### src/rtl/sram_rd_ctrl.sv
// sram_rd_ctrl
//   Read controller for a fixed-latency SRAM. Requests are issued straight to
//   the SRAM address port. The controller then tracks each issued read through
//   a valid pipe and captures the returning word into a small response FIFO.
//   A credit counter covers every read that is in flight or buffered. Because
//   the counter gates req_ready, the FIFO can never overflow.
//
// Parameters
//   width     : SRAM data width in bits
//   logDepth  : SRAM address width
//   latency   : cycles from address sampled to sram_readData valid (1..8)
//   fifoDepth : response buffer entries, power of two (2..16)
//
// Ports
//   clk, reset     : single clock, asynchronous active-high reset
//   req_valid/ready: read request handshake; req_addr is the read address
//   sram_readAddr  : address to the SRAM (follows req_addr combinationally)
//   sram_readData  : data returned by the SRAM
//   rsp_valid/ready: response handshake; rsp_data is the FIFO head
module sram_rd_ctrl #(
  parameter int unsigned width     = 512,
  parameter int unsigned logDepth  = 7,
  parameter int unsigned latency   = 1,
  parameter int unsigned fifoDepth = 4
) (
  input  logic                clk,
  input  logic                reset,
  input  logic                req_valid,
  output logic                req_ready,
  input  logic [logDepth-1:0] req_addr,
  output logic [logDepth-1:0] sram_readAddr,
  input  logic [width-1:0]    sram_readData,
  output logic                rsp_valid,
  input  logic                rsp_ready,
  output logic [width-1:0]    rsp_data
);

  localparam int unsigned CntW = $clog2(fifoDepth + 1);
  localparam int unsigned PtrW = $clog2(fifoDepth);
  localparam logic [CntW-1:0] CntMax = CntW'(fifoDepth);

  logic [latency-1:0] vpipe_q, vpipe_d;
  logic [CntW-1:0]    cnt_q, cnt_d;
  logic [CntW-1:0]    occ_q, occ_d;
  logic [PtrW-1:0]    wptr_q, wptr_d;
  logic [PtrW-1:0]    rptr_q, rptr_d;
  logic [width-1:0]   mem_q [fifoDepth];

  logic accept;
  logic pop;
  logic wr_en;

  assign sram_readAddr = req_addr;
  // Credits are counted from registered state only. A pop in the same cycle
  // cannot raise req_ready until the following cycle.
  assign req_ready     = (cnt_q < CntMax);
  assign rsp_valid     = (occ_q != '0);
  assign rsp_data      = mem_q[rptr_q];

  assign accept = req_valid && req_ready;
  assign pop    = rsp_valid && rsp_ready;
  // The top stage of the valid pipe marks sram_readData as valid this cycle.
  assign wr_en  = vpipe_q[latency-1];

  always_comb begin
    vpipe_d    = vpipe_q << 1;
    vpipe_d[0] = accept;

    cnt_d = cnt_q;
    unique case ({accept, pop})
      2'b10:   cnt_d = cnt_q + CntW'(1);
      2'b01:   cnt_d = cnt_q - CntW'(1);
      default: cnt_d = cnt_q;
    endcase

    occ_d = occ_q;
    unique case ({wr_en, pop})
      2'b10:   occ_d = occ_q + CntW'(1);
      2'b01:   occ_d = occ_q - CntW'(1);
      default: occ_d = occ_q;
    endcase

    wptr_d = wr_en ? wptr_q + PtrW'(1) : wptr_q;
    rptr_d = pop   ? rptr_q + PtrW'(1) : rptr_q;
  end

  always_ff @(posedge clk or posedge reset) begin
    if (reset) begin
      vpipe_q <= '0;
      cnt_q   <= '0;
      occ_q   <= '0;
      wptr_q  <= '0;
      rptr_q  <= '0;
    end else begin
      vpipe_q <= vpipe_d;
      cnt_q   <= cnt_d;
      occ_q   <= occ_d;
      wptr_q  <= wptr_d;
      rptr_q  <= rptr_d;
    end
  end

  // Storage needs no reset: an entry is only ever read after it has been written.
  always_ff @(posedge clk) begin
    if (wr_en) begin
      mem_q[wptr_q] <= sram_readData;
    end
  end

endmodule

### config.mk
export PLATFORM = sky130hd
export DESIGN_NAME = sram_rd_ctrl
export DESIGN_NICKNAME = d
export VERILOG_FILES = /design/src/rtl/sram_rd_ctrl.sv
export SDC_FILE = /design/constraint.sdc
export NUM_CORES = 1
export LEC_CHECK = 0
export BUFFER_PORTS_ARGS = -buffer_cell sky130_fd_sc_hd__buf_4
export CAP_MARGIN = 20
export CORE_AREA = 2 2 402 404
export CTS_CLUSTER_DIAMETER = 40
export DETAILED_ROUTE_END_ITERATION = 10
export DIE_AREA = 0 0 404 406
export GPL_ROUTABILITY_DRIVEN = 0
export PLACE_DENSITY = 0.7
export SLEW_MARGIN = 20
export SYNTH_ARGS = -nofsm -noshare
export SYNTH_HDL_FRONTEND = slang
export SYNTH_SLANG_ARGS = --single-unit
### constraint.sdc
create_clock -name clk -period 12.59 [get_ports clk]
set_input_delay 2.518 -clock clk [delete_from_list [all_inputs] [get_ports clk]]
set_output_delay 2.518 -clock clk [all_outputs]
set_load 0.02 [all_outputs]
# After elaboration in Yosys (flattened, before gate mapping)
# Memories as Yosys holds them, arrays and structs flattened.
# Cells that the tools add are included.
# op_classes
addsub	6
n_lt_le_gt_ge	1
eq_ne	4
mux	4
n_reduce_logical	5
# ops
cell	count
3-bit case mux with 2 select lines	2
3-bit by 1-bit adder with 3-bit output, second input constant	2
3-bit by 1-bit subtractor with 3-bit output, second input constant	2
2-bit by 1-bit adder with 2-bit output, second input constant	2
2-bit by 1-bit == test with 1-bit output, second input constant	2
2-bit == test, second input constant	2
2-bit nonzero test	2
3-bit less-than comparator, second input constant	1
3-bit nonzero test	1
1-bit logical AND	2
1-bit two-way mux	2
# totals
regBits	11
mem_bits_rw	2048
inputBits	523
out_inout_bits	521
word_cells	26
n_memories	1
# memory_table
name	depth	width	read_ports	rd_ports_with_merged_regs	write_ports	line	text
mem_q	4	512	1	0	1	47	logic [width-1:0] mem_q [fifoDepth];

# Logic depth before layout (Yosys ltp)
# depth
depth_word	4
mapped_depth	8

# Least setup slack after synthesis
# OpenSTA, ideal clock, no wires.
# synth_path
path_type	register to register
startpoint	register wptr_q[0]
endpoint	memory mem_q[0][0] (enable)
t_arrival_ps	12153
required_time_ps	11649
path_slack_ps	-504
path_stages_with_launch	4
path_buffers	0
path_cell_list	dfrtp_1 -> inv_1 -> ha_1 -> and2_1
# synth_rtl
item	line	text
start: declaration	45	logic [PtrW-1:0] wptr_q, wptr_d;
start signal: assignment	98	wptr_q <= wptr_d;
end: declaration	47	
# Straight into the memory's write port.

# Worst setup path in the final report
# layout_path
startpoint	register rptr_q[0]
endpoint	output port rsp_data[212]
# layout_via
elab_chain_len	1
# layout_lines
item	line	text
start: declaration	46	logic [PtrW-1:0] rptr_q, rptr_d;
start signal: assignment	99	rptr_q <= rptr_d;
memory 4 x 512 bit	n/a	
end: declaration	35	output logic [width-1:0] rsp_data
# Every way passes these cells.

==> results.toml <==
[place]
dp_hpwl_um = 107000
port_buffers = 1029
dp_cells = 5770

[sta]
finalHoldViolations = 0
fin_crit_ns = 6.81
clock_skew_ns = 0.0552
worst_pin_slew_ns = 1.11
slew_headroom_pct = 26.3
fmax_mhz = 147
setup_violations = 0
grt_setup_unrepaired = "false"
finalCritPeriodShare_pct = 54.1
finalMaxSlewViolations = 0

[die]
rows = 147
ios = 1044
initial_core_util_pct = 46.7
die-area_um2 = 164000
core_area_um2 = 160000
die_w_um = 404
die_h_um = 406

[logic_synthesis]
synth_area_um2 = 74600
ys.flop_type = "edfxtp_1"
synth_fp_nets = 3266
synthDominantCellAreaShare_pct = 82.5
yosysTopAreaCell = "edfxtp_1"
syn_inst = 2735
synth-seq-cells = 2059
ys_warn_count = 0
synth_cell_types = 20
synth_area_leaders = "edfxtp_1 82%, mux4_2 15%, buf_6 0.79%, dfrtp_1 0.37%, buf_2 0.36%"
synth_common_cells = "2048 x edfxtp_1, 512 x mux4_2, 54 x buf_2"
synthArstFlopShare_pct = 0.534
syn_area_per_cell_um2 = 27.3
synth.most_common_cell = "edfxtp_1"
synth_edf_count = 2048
yosysSeqAreaShare_pct = 82.8

[global_route]
grt_start_max_net_pins = 146
grt_pass1_wl_um = 243000
first_global_vias = 35600
grt_usage_pct = 20.5
gr-total-overflow = 0
antenna_found_initial = 52

[power]
post-layout-total-power_mw = 23.5
p_leak_nw = 31.8
vdd_ir_drop_max_mv = 0.210
powerDensity_nw_per_um2 = 252

[finish]
final_cells = 6275
final_nets = 4495
area_growth_pct = 25.4
ff_latch_area_um2 = 61800
fill_cells = 11100
final_core_util_pct = 58.6
drive_gt1_share_pct = 48.2
multi_input_area_um2 = 11800

[worst_setup_path]
crit_slowest_cell = "dfrtp_4"
critPathArrivalTime_ns = 4.29
cp_max_fo = 112
crit_path_end_kind = "output pin"
start_kind = "register"
required_ns = 10.07
path_class = "reg2out"
path_cells = "buf_4 -> buf_12 -> mux4_2 -> buf_4"
crit_top_cell = "buf_4"
cpPeakStageDelay_ns = 0.88

[cts]
clock_latency_ns = 0.91
numCtsBuffers = 277
ctsHoldBuffers = 0
postCtsSetupBuffers = 0
clkSlewWorstSetupHoldPaths_ns = 0.05
ctsResizeCount = 0
cts_root_buffer = "clkbuf_16"
cts.path.max_buffers = 4
cts_tree = "built"
h-tree-depth = 5
cts_sinks = 2059

[routing]
routed_via_density = 5.45
wl_um = 171000
post_drt_wl_per_cell_um = 27.3
drtIter0Drc = 2708
ant_nets = 0
route.detailed.drc = 0
vias = 34200
dr.pass1.iters = 6

[outcome]
status = "complete, no violations"

[worst_hold_path]
hp-class = "reg2reg"

[job]
maxCapViolations = 0
[state kept, by name, summed over array words and instances, names as in the netlist]
signal   count
wptr_q       2
occ_q        3
vpipe_q      1
rptr_q       2
cnt_q        3
mem_q     2048
[cell type report]
cell class,count,share of cell area (%)
repair buffers,1071,8.74
well taps,2086,2.79
clock inverters,157,1.83
diodes,27,0.0722
multi-input cells,543,12.6
clock buffers,320,7.81
inverters,12,0.0482
flip-flops and latches,2059,66.1
[worst paths after layout]
path / start / endpoint / slack, ns / cells after the start
max in group asynchronous: reset / rptr_q[0]$_DFFE_PP0P_ / 10.58 / 2
worst min-delay path: cnt_q[0]$_DFFE_PP0P_ / cnt_q[0]$_DFFE_PP0P_ / 0.49 / 1
worst min register to register: cnt_q[0]$_DFFE_PP0P_ / cnt_q[0]$_DFFE_PP0P_ / 0.49 / 1
min in group asynchronous: reset / cnt_q[2]$_DFFE_PP0P_ / 1.63 / 2
worst max register to register: wptr_q[1]$_DFFE_PP0P_ / mem_q[1][378]$_DFFE_PP_ / 8.30 / 6
worst max-delay path: rptr_q[0]$_DFFE_PP0P_ / rsp_data[212] / 5.78 / 4
[cell usage in the layout (no fill, tap or decap), drive strengths merged]
cell and instances:
edfxtp 2048, buf 1071, mux4 512, clkbuf 320, clkinv 80, inv 48
diode 27, bufinv 27, clkinvlp 14, dfrtp 11, ha 6, xor2 5
xnor2 4, and2 4, nand2 3, mux2i 2, nor2 2, fa 2
o31a 1, or3 1, o21ai 1
[power by group]
part | leakage (nW) | internal (mW) | switching, mW
combinational | 8.65 | 3.05 | 4.11
clock | 4.39 | 4.74 | 2.84
sequential | 18.7 | 8.56 | 0.226
[through the flow]
| stage | setup TNS, ns | cell area (um^2) | setup WS, ns | hold slack (ns) |
|---|---|---|---|---|
| global route | 0 | 93500 | 5.38 | 0.514 |
| finish | 0 | 93500 | 5.78 | 0.486 |
| detailed placement | 0 | 84400 | 6.55 | 0.484 |
| floorplan | -214.56 | 74600 | -0.419 | 0.446 |
| CTS | 0 | 93400 | 5.58 | 0.490 |
| global placement | 0 | 84400 | 6.53 | 0.464 |
[cell families after synthesis]
logic type,share of synthesized area [%]
AO/OA/AOI/OAI,0.0185
XOR/XNOR,0.106
adder cells (fa/ha/maj),0.154
buffers and inverters,1.32
flip-flops,82.8
multiplexers,15.5
AND/OR/NAND/NOR,0.0671
[worst max-delay path, delay by kind of cell (launching register included)]
family / cells / cell delay, ns
buffers and inverters: 3 / 1.55
DFF: 1 / 0.88
muxes: 1 / 0.66
[per-layer routing]
layer | routed length [um] | global-route usage [%]
met2 | 85300 | 32.9
met4 | 5410 | 8.28
met3 | 18700 | 9.02
met5 | 223 | 0
met1 | 61900 | 24.5
Power figures use the tool's default switching activity.
